===== src/rtl/spi_master_if.sv =====
// spi_master_if
// Host-side handshake and SPI pin bundle for spi_master.
//
// Signals:
//   i_start       request a frame (honoured only while o_busy is low)
//   i_cmd         command field, latched at start
//   i_addr        LED address field, latched at start
//   i_payload     write payload field, latched at start
//   miso          serial data from the slave
//   sclk          SPI clock, idle low
//   cs            chip select, active low
//   mosi          serial data to the slave, MSB first
//   o_busy        high from accepted start until the end of the CS gap
//   o_done        one-cycle pulse at frame end
//   o_rx_payload  byte captured from miso during the last byte of the frame
//
// Modports:
//   master  the spi_master view (drives the SPI pins and status)
//   slave   the host/peripheral view (drives requests and miso)
interface spi_master_if #(
    parameter int CMD_BITS     = 8,
    parameter int ADDR_BITS    = 8,
    parameter int PAYLOAD_BITS = 8
);
    logic                    i_start;
    logic [CMD_BITS-1:0]     i_cmd;
    logic [ADDR_BITS-1:0]    i_addr;
    logic [PAYLOAD_BITS-1:0] i_payload;
    logic                    miso;
    logic                    sclk;
    logic                    cs;
    logic                    mosi;
    logic                    o_busy;
    logic                    o_done;
    logic [PAYLOAD_BITS-1:0] o_rx_payload;

    modport master (
        input  i_start, i_cmd, i_addr, i_payload, miso,
        output sclk, cs, mosi, o_busy, o_done, o_rx_payload
    );

    modport slave (
        output i_start, i_cmd, i_addr, i_payload, miso,
        input  sclk, cs, mosi, o_busy, o_done, o_rx_payload
    );
endinterface


===== src/rtl/spi_master.sv =====
// spi_master
// SPI Mode 0 master for the LED control link. Sends one frame
// {cmd, addr, payload} MSB first on sclk/cs/mosi, preceded by one dummy
// SCLK period that the slave discards, and captures the byte the slave
// returns on miso during the last byte of the frame. SCLK is derived from
// sysclk by a divider; every SPI pin is driven straight from a flop.
//
// Parameters:
//   CLK_DIV       SCLK half-period in sysclk cycles (4..255)
//   CS_GAP        minimum cs-high cycles after a frame before o_busy drops (>=4)
//   CMD_BITS, ADDR_BITS, PAYLOAD_BITS  field widths (24-bit frame in total)
//
// Ports:
//   sysclk        system clock, all logic on its rising edge
//   rst_n         synchronous active-low reset
//   bus           spi_master_if.master (handshake, frame fields, SPI pins)
//
// Optional build macro SPI_MASTER_DEBUG_EN adds:
//   o_debug_stage    [2:0] current stage (IDLE=0 SETUP=1 SHIFT=2 HOLD=3 GAP=4)
//   o_bit_cnt_debug  [4:0] current SHIFT period, 0 outside SHIFT
module spi_master #(
    parameter int CLK_DIV      = 5,
    parameter int CS_GAP       = 4,
    parameter int CMD_BITS     = 8,
    parameter int ADDR_BITS    = 8,
    parameter int PAYLOAD_BITS = 8
) (
    input  logic         sysclk,
    input  logic         rst_n,
    spi_master_if.master bus
`ifdef SPI_MASTER_DEBUG_EN
    ,
    output logic [2:0]   o_debug_stage,
    output logic [4:0]   o_bit_cnt_debug
`endif
);

    localparam int FRAME_BITS = CMD_BITS + ADDR_BITS + PAYLOAD_BITS;
    // Period 0 is the dummy, so the last data bit travels in period FRAME_BITS.
    localparam int LAST_PERIOD = FRAME_BITS;
    // First period whose rising edge captures the returned byte.
    localparam int RX_FIRST = FRAME_BITS - PAYLOAD_BITS + 1;
    localparam int DIV_W = $clog2(CLK_DIV);
    localparam int GAP_W = $clog2(CS_GAP);

    localparam logic [2:0] ST_IDLE  = 3'd0;
    localparam logic [2:0] ST_SETUP = 3'd1;
    localparam logic [2:0] ST_SHIFT = 3'd2;
    localparam logic [2:0] ST_HOLD  = 3'd3;
    localparam logic [2:0] ST_GAP   = 3'd4;

    logic [2:0]              state_r;
    logic [DIV_W-1:0]        div_cnt_r;
    logic [GAP_W-1:0]        gap_cnt_r;
    logic [4:0]              period_r;
    logic [FRAME_BITS-1:0]   frame_r;
    logic [PAYLOAD_BITS-1:0] rx_shift_r;
    logic [PAYLOAD_BITS-1:0] rx_payload_r;
    logic                    sclk_r;
    logic                    cs_r;
    logic                    mosi_r;
    logic                    busy_r;
    logic                    done_r;

    logic div_last_s;
    logic gap_last_s;
    logic period_last_s;
    logic rx_window_s;

    assign div_last_s    = (div_cnt_r == DIV_W'(CLK_DIV - 1));
    assign gap_last_s    = (gap_cnt_r == GAP_W'(CS_GAP - 1));
    assign period_last_s = (period_r == 5'(LAST_PERIOD));
    assign rx_window_s   = (period_r >= 5'(RX_FIRST));

    // Frame sequencer: divider, period counter, SPI pins and handshake.
    always_ff @(posedge sysclk) begin
        if (!rst_n) begin
            state_r      <= ST_IDLE;
            div_cnt_r    <= '0;
            gap_cnt_r    <= '0;
            period_r     <= 5'd0;
            frame_r      <= '0;
            rx_shift_r   <= '0;
            rx_payload_r <= '0;
            sclk_r       <= 1'b0;
            cs_r         <= 1'b1;
            mosi_r       <= 1'b0;
            busy_r       <= 1'b0;
            done_r       <= 1'b0;
        end else begin
            done_r <= 1'b0;
            case (state_r)
                ST_IDLE: begin
                    sclk_r    <= 1'b0;
                    div_cnt_r <= '0;
                    gap_cnt_r <= '0;
                    period_r  <= 5'd0;
                    if (bus.i_start) begin
                        frame_r    <= {bus.i_cmd, bus.i_addr, bus.i_payload};
                        rx_shift_r <= '0;
                        // Present the MSB during SETUP so it is stable long
                        // before the first rising edge.
                        mosi_r     <= bus.i_cmd[CMD_BITS-1];
                        cs_r       <= 1'b0;
                        busy_r     <= 1'b1;
                        state_r    <= ST_SETUP;
                    end else begin
                        mosi_r <= 1'b0;
                        cs_r   <= 1'b1;
                        busy_r <= 1'b0;
                    end
                end

                ST_SETUP: begin
                    if (div_last_s) begin
                        div_cnt_r <= '0;
                        period_r  <= 5'd0;
                        state_r   <= ST_SHIFT;
                    end else begin
                        div_cnt_r <= div_cnt_r + DIV_W'(1);
                    end
                end

                ST_SHIFT: begin
                    if (div_last_s) begin
                        div_cnt_r <= '0;
                        if (!sclk_r) begin
                            // Rising edge: capture miso only for the final byte.
                            sclk_r <= 1'b1;
                            if (rx_window_s) begin
                                rx_shift_r <= {rx_shift_r[PAYLOAD_BITS-2:0], bus.miso};
                            end else begin
                                rx_shift_r <= rx_shift_r;
                            end
                        end else begin
                            sclk_r <= 1'b0;
                            if (period_last_s) begin
                                // Clearing here keeps the period count at 0
                                // whenever the link is not shifting.
                                period_r <= 5'd0;
                                state_r  <= ST_HOLD;
                            end else begin
                                period_r <= period_r + 5'd1;
                                // The dummy period repeats the MSB, so nothing
                                // changes after period 0; after period p the
                                // next period carries bit FRAME_BITS-1-p.
                                if (period_r != 5'd0) begin
                                    mosi_r <= frame_r[5'(FRAME_BITS - 1) - period_r];
                                end else begin
                                    mosi_r <= mosi_r;
                                end
                            end
                        end
                    end else begin
                        div_cnt_r <= div_cnt_r + DIV_W'(1);
                    end
                end

                ST_HOLD: begin
                    if (div_last_s) begin
                        div_cnt_r    <= '0;
                        gap_cnt_r    <= '0;
                        cs_r         <= 1'b1;
                        mosi_r       <= 1'b0;
                        done_r       <= 1'b1;
                        rx_payload_r <= rx_shift_r;
                        state_r      <= ST_GAP;
                    end else begin
                        div_cnt_r <= div_cnt_r + DIV_W'(1);
                    end
                end

                ST_GAP: begin
                    if (gap_last_s) begin
                        gap_cnt_r <= '0;
                        busy_r    <= 1'b0;
                        state_r   <= ST_IDLE;
                    end else begin
                        gap_cnt_r <= gap_cnt_r + GAP_W'(1);
                    end
                end

                default: begin
                    state_r <= ST_IDLE;
                    sclk_r  <= 1'b0;
                    cs_r    <= 1'b1;
                    mosi_r  <= 1'b0;
                    busy_r  <= 1'b0;
                end
            endcase
        end
    end

    assign bus.sclk         = sclk_r;
    assign bus.cs           = cs_r;
    assign bus.mosi         = mosi_r;
    assign bus.o_busy       = busy_r;
    assign bus.o_done       = done_r;
    assign bus.o_rx_payload = rx_payload_r;

`ifdef SPI_MASTER_DEBUG_EN
    // State encoding matches the debug stage numbering, and period_r is held
    // at 0 outside SHIFT, so both debug outputs come straight from flops.
    assign o_debug_stage   = state_r;
    assign o_bit_cnt_debug = period_r;
`endif

endmodule


===== src/flat_wrapper.sv =====
// flat-port wrapper written by rule: the top's interface ports become plain ports
module spi_master_flat 
#(
    parameter int CLK_DIV      = 5,
    parameter int CS_GAP       = 4,
    parameter int CMD_BITS     = 8,
    parameter int ADDR_BITS    = 8,
    parameter int PAYLOAD_BITS = 8
)
  (sysclk, rst_n, bus_i_start, bus_i_cmd, bus_i_addr, bus_i_payload, bus_miso, bus_sclk, bus_cs, bus_mosi, bus_o_busy, bus_o_done, bus_o_rx_payload);
  spi_master_if #(.CMD_BITS(CMD_BITS), .ADDR_BITS(ADDR_BITS), .PAYLOAD_BITS(PAYLOAD_BITS)) bus_i ();
  input  logic sysclk;
  input  logic rst_n;
  input wire logic [$bits(bus_i.i_start)-1:0] bus_i_start;
  input wire logic [$bits(bus_i.i_cmd)-1:0] bus_i_cmd;
  input wire logic [$bits(bus_i.i_addr)-1:0] bus_i_addr;
  input wire logic [$bits(bus_i.i_payload)-1:0] bus_i_payload;
  input wire logic [$bits(bus_i.miso)-1:0] bus_miso;
  output wire logic [$bits(bus_i.sclk)-1:0] bus_sclk;
  output wire logic [$bits(bus_i.cs)-1:0] bus_cs;
  output wire logic [$bits(bus_i.mosi)-1:0] bus_mosi;
  output wire logic [$bits(bus_i.o_busy)-1:0] bus_o_busy;
  output wire logic [$bits(bus_i.o_done)-1:0] bus_o_done;
  output wire logic [$bits(bus_i.o_rx_payload)-1:0] bus_o_rx_payload;
  assign bus_i.i_start = bus_i_start;
  assign bus_i.i_cmd = bus_i_cmd;
  assign bus_i.i_addr = bus_i_addr;
  assign bus_i.i_payload = bus_i_payload;
  assign bus_i.miso = bus_miso;
  assign bus_sclk = bus_i.sclk;
  assign bus_cs = bus_i.cs;
  assign bus_mosi = bus_i.mosi;
  assign bus_o_busy = bus_i.o_busy;
  assign bus_o_done = bus_i.o_done;
  assign bus_o_rx_payload = bus_i.o_rx_payload;
  spi_master #(.CLK_DIV(CLK_DIV), .CS_GAP(CS_GAP), .CMD_BITS(CMD_BITS), .ADDR_BITS(ADDR_BITS), .PAYLOAD_BITS(PAYLOAD_BITS)) u_core (.sysclk(sysclk), .rst_n(rst_n), .bus(bus_i));
endmodule

===== config.mk =====
export PLATFORM = sky130hd
export DESIGN_NAME = spi_master_flat
export DESIGN_NICKNAME = d
export VERILOG_FILES = /design/src/rtl/spi_master_if.sv /design/src/rtl/spi_master.sv /design/src/flat_wrapper.sv
export SDC_FILE = /design/constraint.sdc
export NUM_CORES = 1
export LEC_CHECK = 0
export CAP_MARGIN = 20
export CORE_UTILIZATION = 48
export DETAILED_ROUTE_END_ITERATION = 16
export PLACE_DENSITY = 0.72
export SYNTH_ARGS = -nofsm -noshare
export SYNTH_HDL_FRONTEND = slang
export SYNTH_SLANG_ARGS = --single-unit

===== constraint.sdc =====
create_clock -name sysclk -period 1.78 [get_ports sysclk]
set_input_delay 0.267 -clock sysclk [delete_from_list [all_inputs] [get_ports sysclk]]
set_output_delay 0.267 -clock sysclk [all_outputs]
set_load 0.01 [all_outputs]

After elaboration in Yosys (flattened, before gate mapping). Cells that the tools add are included.

Add/sub/neg operators: 4. $lt $le $gt $ge: 2. Eq/ne operators: 18. Muxes and demuxes: 42. Bitwise logic cells: 4. Reductions and logical operators: 21.

Operator list (number): 8-bit 2-to-1 mux (4); 3-bit 2-to-1 mux (8); 5-bit 2-to-1 mux (4); 2-bit by 1-bit inequality test with 1-bit output, second input constant (8); 8-bit case mux with 2 select lines (1); 3-bit case mux with 5 select lines (1); 5-bit case mux with 3 select lines (1); 1-bit 2-to-1 mux (14); 2-bit AND reduction (7); 3-bit OR reduction (3); 7-bit AND reduction (1); 3-bit by 2-bit == test with 1-bit output, second input constant (2); 3-bit == test, second input constant (2); 5-bit by 6-bit less-than comparator with 1-bit output, second input constant (1); 2-bit inequality test, second input constant (3); 1-bit case mux with 3 select lines (2); 2-bit case mux with 3 select lines (1); 3-bit case mux with 2 select lines (1); 6-bit AND reduction (1); 3-bit nonzero test (2); 5-bit by 1-bit adder with 5-bit output, second input constant (1); 1-bit binary-select mux with 5-bit select (1); 5-bit == test, second input constant (1); 5-bit greater-or-equal comparator, second input constant (1); other kinds (15) (20).

Bits in registers: 58. Bits of input ports: 28. Output and inout port bits: 13. Word-level logic and storage cells: 103.

Longest topological paths before layout. Gate-level depths: netlist of run 1.

Depth in word-level cells: 8. Mapped depth: 8.

Least setup slack after synthesis of run 1. No wires, ideal clock.

Path type: register -> register. From: register u_core.period_r[1]. To: register u_core.rx_shift_r[7]. Arrival time: 1584 ps. Data required time: 1647 ps. Slack: 63 ps. Cell stages (with the launch flop): 9. Path through: dfxtp_1 buf_2 inv_1 ha_1 and4bb_2 o31ai_4 nor2_1 nand2_1 o22ai_1.

Cells in the longest elaborated chain, start to end: 3.

RTL lines: from (decl) (line spi_master.sv:55) `logic [4:0] period_r;`; from (signal assigned) (line spi_master.sv:143) `period_r <= period_r + 5'd1;`; 5-bit greater-or-equal comparator (line spi_master.sv:73) `assign rx_window_s = (period_r >= 5'(RX_FIRST));`; 2-bit by 1-bit inequality test with 1-bit output (no line); 5-bit AND reduction (no line); to (signal assigned) (line spi_master.sv:131) `rx_shift_r <= {rx_shift_r[PAYLOAD_BITS-2:0], bus.miso};`; to (signal assigned) (line spi_master.sv:133) `rx_shift_r <= rx_shift_r;`; to (decl) (line spi_master.sv:57) `logic [PAYLOAD_BITS-1:0] rx_shift_r;`.

No other way between the ends. A chain may end at the register's enable or synchronous reset.

Worst setup path in the final report of run 1.
From: register u_core.div_cnt_r[1]. To: register u_core.rx_shift_r[2].

Cells in the longest elaborated chain, start to end: 3.

RTL lines: from (decl) (line spi_master.sv:53) `logic [DIV_W-1:0] div_cnt_r;`; from (signal assigned) (line spi_master.sv:120) `div_cnt_r <= div_cnt_r + DIV_W'(1);`; from (signal assigned) (line spi_master.sv:155) `div_cnt_r <= div_cnt_r + DIV_W'(1);`; from (signal assigned) (line spi_master.sv:169) `div_cnt_r <= div_cnt_r + DIV_W'(1);`; 3-bit == test (line spi_master.sv:70) `assign div_last_s = (div_cnt_r == DIV_W'(CLK_DIV - 1));`; 2-bit by 1-bit inequality test with 1-bit output (no line); 5-bit AND reduction (no line).

No other way between the ends.

==> impl_metrics.yaml, run 1 <==
synthesis:
  syn_avg_cell_area_um2: 8.51
  ys_ff_latch: 58
  seq_area_frac_synth_pct: 42.1
  yosysUniqueCellTypes: 50
  synth_top_cell_by_area: "dfxtp_1"
  syn_area_mm2: 0.00276
  synth.most_common_cell: "nand2_1"
  synthArstFlopShare_pct: 0
  synth_ff_type: "dfxtp_1"
  yosys.area.top_type_share_pct: 42.1
  synth_common_cells: "83 x nand2_1, 58 x dfxtp_1, 18 x a21boi_0"
  synth_enable_flop_cells: 0
  synth.net_count: 360
  ys_top_cells_by_area: "dfxtp_1 42%, nand2_1 11%, a21boi_0 4.9%"
  yosys_warnings: 0
  synth_cells: 324
sta:
  finalCritPeriodShare_pct: 93.9
  slew_headroom_pct: 72.7
  clock_skew_ns: 0.00524
  setup_viol: 0
  slew_viol_final: 0
  hold_viol_final: 0
  rsz0062_at_grt: "no"
  tns_ns: 0
  fmax_mhz: 598
  min_period_ns: 1.67
  worstMarginPinSlew_ns: 0.409
global_routing:
  grt_pass1_wl_mm: 10.8
  grt.total_usage_pct: 22.6
  antenna_found_initial: 0
  grt_max_degree: 57
  grt_pass1_vias: 2367
  overflow: 0
flow_run:
  drv_cap: 0
final_layout:
  final_cell_count_no_fill: 456
  n_antenna_cell: 0
  final_nets: 415
  nFillCells: 467
  seq_area_mm2: 0.00117
  drive_above_1_share_pct: 15.1
  area_growth_pct: 31.3
  multiInputGateArea_mm2: 0.00148
setup_path:
  path_cells: "inv_1 > ha_2 > and3_1 > o21ai_1 > nor2_1 > buf_4 > a22oi_1 > o21ai_1"
  worstPathArrival_ns: 1.89
  worstPathRequired_ns: 2.00
  slowest_stage: "dfxtp_1"
  crit_type: "reg2reg"
  cp_num_buf_inv: 2
  path_common_cell: "o21ai_1"
  cp_max_fo: 6
  path_delay_family: "compound AO/OA/AOI/OAI gates"
  start_kind: "flip-flop"
  end_kind: "flip-flop"
  crit_path_max_incr_delay_ns: 0.35
clock_network:
  worstSkewPairLatency_ns: 0.33
  path_clk_slew_ns: 0.06
  cts_max_level: 3
  cts_tree: "yes"
  cts_max_path_buffers: 2
  numClockSinks: 58
  cts_root_buffer: "clkbuf_8"
  numCtsBuffers: 9
placement:
  dp_cells: 440
  dp_hpwl_mm: 4.37
  place_congestion: 0.818
  io_buffers: 40
floorplanning:
  io_pins: 41
  core_area_mm2: 0.00551
  rows: 27
  die_area_mm2: 0.00605
  die_x_um: 77.8
  start_util_pct: 50.1
  die_h_um: 77.8
route:
  ant_nets: 0
  route.detailed.drc: 0
  num_vias: 2446
  wl_per_cell_um: 13.8
  wl_mm: 6.29
  via_per_inst: 5.36
  first_pass_iters: 4
  drt_iter0_drc: 131
min_path:
  min_path_type: "reg2reg"
pwr:
  p_per_area_mw_per_mm2: 834
  power_leakage_nw: 1.31
  irDropWorstVdd_uv: 470
run_status:
  status: "complete, no violations"
[worst min-delay path: cells and delay by family, from the launching register on]
family	cells	cell delay (ns)
flip-flops	1	0.31
AO/OA/AOI/OAI	1	0.05
AND/OR/NAND/NOR	1	0.05
[flip-flops by register name (all words and copies together), names as in the netlist]
name and cells:
u_core.gap_cnt_r 2, u_core.bus.o_busy 1, u_core.period_r 5, u_core.bus.o_rx_payload 8, u_core.bus.o_done 1, u_core.rx_shift_r 8
u_core.state_r 3, u_core.div_cnt_r 3, u_core.bus.sclk 1, u_core.frame_r 24, u_core.bus.mosi 1, u_core.bus.cs 1
[what timing repair did]
action / 4_1_cts / 5_1_grt
resized for setup: 0 / 8
setup endpoints to repair: 0 / 7
buffers inserted: 0 / 0
hold buffers: 0 / 0
[metal layers]
layer	up-vias	share of wire, %	global-route usage, %
met3	12	3.6	5.18
met4	0	1.9	11.5
met1	1145	46	27.9
li1	1244	-	-
met5	-	0	0
met2	45	49	36.8
[cell type report]
class                      instances  share of cell area [%]
clock buffer                      12                    4.28
clock inverter                     4                    2.04
inverter                           9                   0.933
multi-input combinational        237                    41.0
sequential                        58                    32.2
tap                               72                    2.49
timing repair buffer              64                    17.1
[report_power, final]
part	switching [mW]	leakage (nW)	internal, mW
clock	0.512	0.117	0.865
sequential	0.0276	0.474	1.34
combinational	0.121	0.725	0.155
[worst paths after layout]
check	start	end	slack, ns	depth (start not counted)
min reg2reg	u_core.bus.o_rx_payload[7]	u_core.bus.o_rx_payload[7]	0.45	2
min	u_core.bus.o_rx_payload[7]	u_core.bus.o_rx_payload[7]	0.45	2
max	u_core.div_cnt_r[1]	u_core.rx_shift_r[2]	0.11	8
max reg2reg	u_core.div_cnt_r[1]	u_core.rx_shift_r[2]	0.11	8
[cells in the final DEF (no fill, tap or decap), types with 3 or more instances in the layout]
| cell | netlist | final |
|---|---|---|
| nor2b_1 | 3 | 3 |
| nor3_1 | 3 | 3 |
| a21boi_1 | 16 | 16 |
| o22ai_1 | 6 | 6 |
| dfxtp_2 | 0 | 4 |
| clkdlybuf4s50_1 | 0 | 40 |
| nand3_1 | 14 | 14 |
| buf_4 | 0 | 21 |
| a22oi_1 | 4 | 4 |
| o21ai_1 | 9 | 8 |
| and2_1 | 5 | 5 |
| xnor2_1 | 4 | 4 |
| nand2_1 | 83 | 83 |
| ha_1 | 8 | 7 |
| nor2_1 | 9 | 9 |
| a21oi_1 | 7 | 6 |
| a21boi_0 | 18 | 18 |
| a31oi_1 | 3 | 3 |
| mux4_2 | 4 | 4 |
| clkbuf_8 | 0 | 11 |
| inv_1 | 9 | 9 |
| buf_12 | 0 | 3 |
| dfxtp_1 | 58 | 54 |
| o21ai_0 | 5 | 5 |
[kinds of logic after synthesis]
logic type | synth area share (%)
xor gates and xnor gates | 1.27
AOI/OAI and AO/OA | 21.0
muxes | 5.22
DFF | 42.1
buffers and inverters | 4.67
adders and majority gates | 3.63
and+or+nand+nor | 22.1
[stage by stage]
stage	worst slack (ns)	util (%)	cell area [µm²]	total power, mW	hold WS [ns]
floorplan	0.0631	-	2760	1.53	0.402
global placement	0.0736	61.2	3370	1.66	0.443
detailed placement	0.0463	61.2	3370	1.67	0.445
CTS	0.0498	65.4	3600	3.04	0.455
global route	0.0135	65.8	3620	3.14	0.476
finish	0.108	65.8	3620	3.02	0.452
(Power assumes the default switching activity.)
==> run 2: changes to the inputs <==
--- a/config.mk
+++ b/config.mk
@@ -8,2 +8,3 @@
 export CAP_MARGIN = 20
+export CORE_MARGIN = 2
 export CORE_UTILIZATION = 48
==> constraint.sdc (replaced) <==
create_clock -name sysclk -period 1.78 [get_ports sysclk]
set_input_delay 0.356 -clock sysclk [delete_from_list [all_inputs] [get_ports sysclk]]
set_output_delay 0.356 -clock sysclk [all_outputs]
set_load 0.01 [all_outputs]
==> impl_metrics.yaml, run 2 (synthesized netlist as in run 1, its figures left out) <==
setup_path:
  worstPathArrival_ns: 1.36
  cp_num_buf_inv: 1
  cp_max_fo: 7
  slowest_stage: "clkdlybuf4s50_1"
  crit_start: "u_core.bus.sclk"
  path_delay_family: "buffers and inverters"
  worstPathRequired_ns: 1.42
  start_kind: "flip-flop"
  r2r-start: "u_core.div_cnt_r[0]"
  path_cells: "clkdlybuf4s50_1"
  crit_type: "reg2out"
  end_kind: "primary output"
  crit_path_max_incr_delay_ns: 0.58
clock_network:
  cts_hold_buf: 0
  cts_max_path_buffers: 2
  numCtsBuffers: 9
  worstSkewPairLatency_ns: 0.33
  path_clk_slew_ns: 0.06
  cts_root_buffer: "clkbuf_8"
  cts_max_level: 3
  cts_tree: "yes"
  numClockSinks: 58
sta:
  rsz0062_at_grt: "no"
  clock_skew_ns: 0.00716
  worstMarginPinSlew_ns: 0.390
  hold_ws_ns: 0.454
  finalWorstSetupSlack_ns: 0.0630
  finalCritPeriodShare_pct: 96.5
  setup_viol: 0
  fmax_mhz: 582
  slew_headroom_pct: 74.0
  tns_ns: 0
  hold_viol_final: 0
  min_period_ns: 1.72
  slew_viol_final: 0
route:
  via_per_inst: 5.39
  route.detailed.drc: 0
  wl_mm: 6.26
  num_vias: 2449
  ant_nets: 0
  first_pass_iters: 4
  wl_per_cell_um: 13.8
  drt_iter0_drc: 115
final_layout:
  top_register: "u_core.frame_r"
  drive_above_1_share_pct: 13.6
  seq_area_mm2: 0.00116
  fin_area_mm2: 0.00358
  n_antenna_cell: 0
  area_growth_pct: 29.7
  final_nets: 414
  final_cell_mix: "83 x nand2_1, 58 x dfxtp_1, 40 x clkdlybuf4s50_1"
  post-route-util_pct: 64.6
  largest_reg_flops: 24
  final_common_cell: "nand2_1"
  final_cell_count_no_fill: 454
  nFillCells: 488
  multiInputGateArea_mm2: 0.00148
global_routing:
  grt_pass1_vias: 2360
  overflow: 0
  grt.total_usage_pct: 21.6
  antenna_found_initial: 0
  grt_pass1_wl_mm: 10.6
  grt_max_degree: 34
floorplanning:
  start_util_pct: 49.8
  die_area_mm2: 0.00637
  die_x_um: 79.8
  io_pins: 41
  die_h_um: 79.8
  core_area_mm2: 0.00554
  rows: 27
placement:
  io_buffers: 40
  place_congestion: 0.842
  place_ws_ns: -0.104
  dp_hpwl_mm: 4.51
  place_area_mm2: 0.00338
  dp_cells: 439
flow_run:
  drv_cap: 0
pwr:
  power_mw: 2.81
  p_per_area_mw_per_mm2: 784
  irDropWorstVdd_uv: 455
  power_leakage_nw: 1.29
run_status:
  status: "complete, no violations"
min_path:
  min_path_type: "reg2reg"
  hold_path_startpoint: "u_core.frame_r[3]"
run 2: area by class of cell:
| type | instances | share of cell area [%] |
|---|---|---|
| Sequential cell | 58 | 32.5 |
| Timing Repair Buffer | 63 | 17.4 |
| Inverter | 9 | 0.944 |
| Tap cell | 72 | 2.52 |
| Clock buffer | 12 | 4.06 |
| Multi-Input combinational cell | 237 | 41.5 |
| Clock inverter | 3 | 1.12 |
run 2: worst min-delay path, cell delays in order (launching register included):
cell and delay, ns:
dfxtp_1 0.31, nand2_1 0.05, a21boi_1 0.05
run 2: what timing repair did:
action	CTS	global route
setup buffers	0	0
gates resized for setup	3	2
hold endpoints to repair	0	0
endpoints found under the setup margin	2	8
run 2: final timing paths:
path / depth (start not counted) / slack (ns) / endpoint
worst max register to register: 7 / 0.09 / u_core.period_r[4]
worst min-delay path: 2 / 0.45 / u_core.frame_r[3]
worst max-delay path: 1 / 0.06 / bus_sclk
worst min register to register: 2 / 0.45 / u_core.frame_r[3]
run 2: layer usage:
metal | share of wire, % | vias to the layer above | routed length [µm] | global-route usage, %
met1 | 45 | 1139 | 2820 | 25.2
met5 | 0 | - | 0 | 0
met3 | 4.1 | 4 | 255 | 6.79
met2 | 50 | 65 | 3130 | 37.6
li1 | - | 1241 | - | -
met4 | 0.75 | 0 | 47 | 6.61
run 2: power by group:
group	internal, mW	switching [mW]
Sequential	1.34	0.0232
Clock	0.673	0.484
Combinational	0.161	0.128
==> run 3: changes to the inputs <==
CORE_UTILIZATION = 39   (was 48)
PLACE_DENSITY = 0.6   (was 0.72)
REMOVE_ABC_BUFFERS = 1   (was not set)
==> impl_metrics.yaml, run 3 (synthesized netlist as in run 1, its figures left out) <==
run_status:
  status: "complete, no violations"
pwr:
  irDropWorstVdd_uv: 453
  combPwrFrac_pct: 9.6
  power_leakage_nw: 1.34
  p_int_mw: 2.32
  p_sw_mw: 0.673
  switching_share_pct: 22.5
  p_per_area_mw_per_mm2: 810
  pwr-share-seq_pct: 45.4
  clockPowerShare_pct: 45.0
setup_path:
  crit_type: "reg2out"
  slowest_stage: "clkdlybuf4s50_1"
  start_kind: "flip-flop"
  cp_max_fo: 7
  end_kind: "primary output"
  path_cells: "clkdlybuf4s50_1"
  cp_num_buf_inv: 1
  worstPathArrival_ns: 1.37
  worstPathRequired_ns: 1.42
  crit_path_max_incr_delay_ns: 0.58
  path_delay_family: "buffers and inverters"
sta:
  finalCritPeriodShare_pct: 97.0
  clock_skew_ns: 0.00757
  hold_viol_final: 0
  rsz0062_at_grt: "no"
  slew_headroom_pct: 72.2
  finalWorstSetupSlack_ns: 0.0530
  tns_ns: 0
  setup_viol: 0
  worstMarginPinSlew_ns: 0.416
  slew_viol_final: 0
  min_period_ns: 1.73
  fmax_mhz: 579
route:
  wl_per_cell_um: 13.0
  num_vias: 2449
  ant_nets: 0
  route.detailed.drc: 0
  drt_iter0_drc: 89
  wl_mm: 6.33
  via_per_inst: 5.03
  first_pass_iters: 4
final_layout:
  final_cell_mix: "83 x nand2_1, 56 x dfxtp_1, 40 x clkdlybuf4s50_1"
  final_nets: 422
  final_common_cell: "nand2_1"
  n_antenna_cell: 0
  top_register: "u_core.frame_r"
  drive_above_1_share_pct: 16.4
  largest_reg_flops: 24
  area_growth_pct: 33.9
floorplanning:
  die_area_mm2: 0.00776
  core_area_mm2: 0.00683
  rows: 30
  start_util_pct: 40.4
  io_pins: 41
  die_x_um: 88.1
  die_h_um: 88.1
clock_network:
  cts_max_level: 3
  cts_root_buffer: "clkbuf_8"
  cts_max_path_buffers: 2
  worstSkewPairLatency_ns: 0.34
  path_clk_slew_ns: 0.07
  cts_tree: "yes"
  cts_hold_buf: 0
  numCtsBuffers: 9
  numClockSinks: 58
placement:
  place_ws_ns: -0.00438
  place_congestion: 0.862
  dp_hpwl_mm: 4.54
  io_buffers: 40
global_routing:
  grt.total_usage_pct: 17.8
  antenna_found_initial: 0
  grt_pass1_vias: 2304
  grt_max_degree: 46
  overflow: 0
  grt_pass1_wl_mm: 10.6
min_path:
  min_path_type: "reg2reg"
flow_run:
  drv_cap: 0
==> run 3: final cells by class <==
| type | instances | area (µm²) |
|---|---|---|
| fill | 655 | 3140 |
| inverter | 9 | 33.8 |
| timing repair buffer | 71 | 671 |
| clock inverter | 5 | 77.6 |
| tap | 96 | 120 |
| multi-input combinational | 237 | 1480 |
| clock buffer | 11 | 141 |
| sequential | 58 | 1170 |
==> run 3: final timing paths <==
| path | start | slack, ns | cells after the start | endpoint |
|---|---|---|---|---|
| min reg2reg | u_core.frame_r[15] | 0.45 | 2 | u_core.frame_r[15] |
| max | u_core.bus.sclk | 0.05 | 1 | bus_sclk |
| min | u_core.frame_r[15] | 0.45 | 2 | u_core.frame_r[15] |
| max reg2reg | u_core.period_r[1] | 0.09 | 7 | u_core.rx_shift_r[1] |
==> run 3: power groups by stage <==
stage,Clock (mW),Sequential (mW),Combinational (mW)
finish,1.35,1.36,0.287
global route,1.45,1.36,0.317
CTS,1.39,1.36,0.289
detailed placement,0,1.39,0.289
global placement,0,1.39,0.284
floorplan,0,1.39,0.119
==> run 3: what timing repair did <==
item	4_1_cts	5_1_grt
hold endpoints to repair	0	0
buffers inserted	0	1
resized for setup	0	8
setup endpoints to repair	0	13
==> run 3: per-layer routing <==
metal  track usage [%]  up-vias  share of wire, %  wire (µm)
met5                 0        -                 0          0
met4              7.02        0               1.1         70
met3              6.22        4               4.4        278
met2              28.2       41                47       2950
met1              22.4     1148                48       3030
li1                  -     1256                 -          -
==> run 3: per-stage QoR <==
stage / total power [mW] / util [%] / cell area, µm² / cells / hold slack (ns)
2_1_floorplan: 1.51 / - / 2660 / 304 / 0.418
3_3_place_gp: 1.67 / 50.4 / 3450 / 470 / 0.440
3_5_place_dp: 1.68 / 50.4 / 3450 / 470 / 0.445
4_1_cts: 3.04 / 53.6 / 3660 / 486 / 0.454
5_1_grt: 3.13 / 54.1 / 3690 / 487 / 0.473
6_report: 2.99 / 54.1 / 3690 / 487 / 0.452
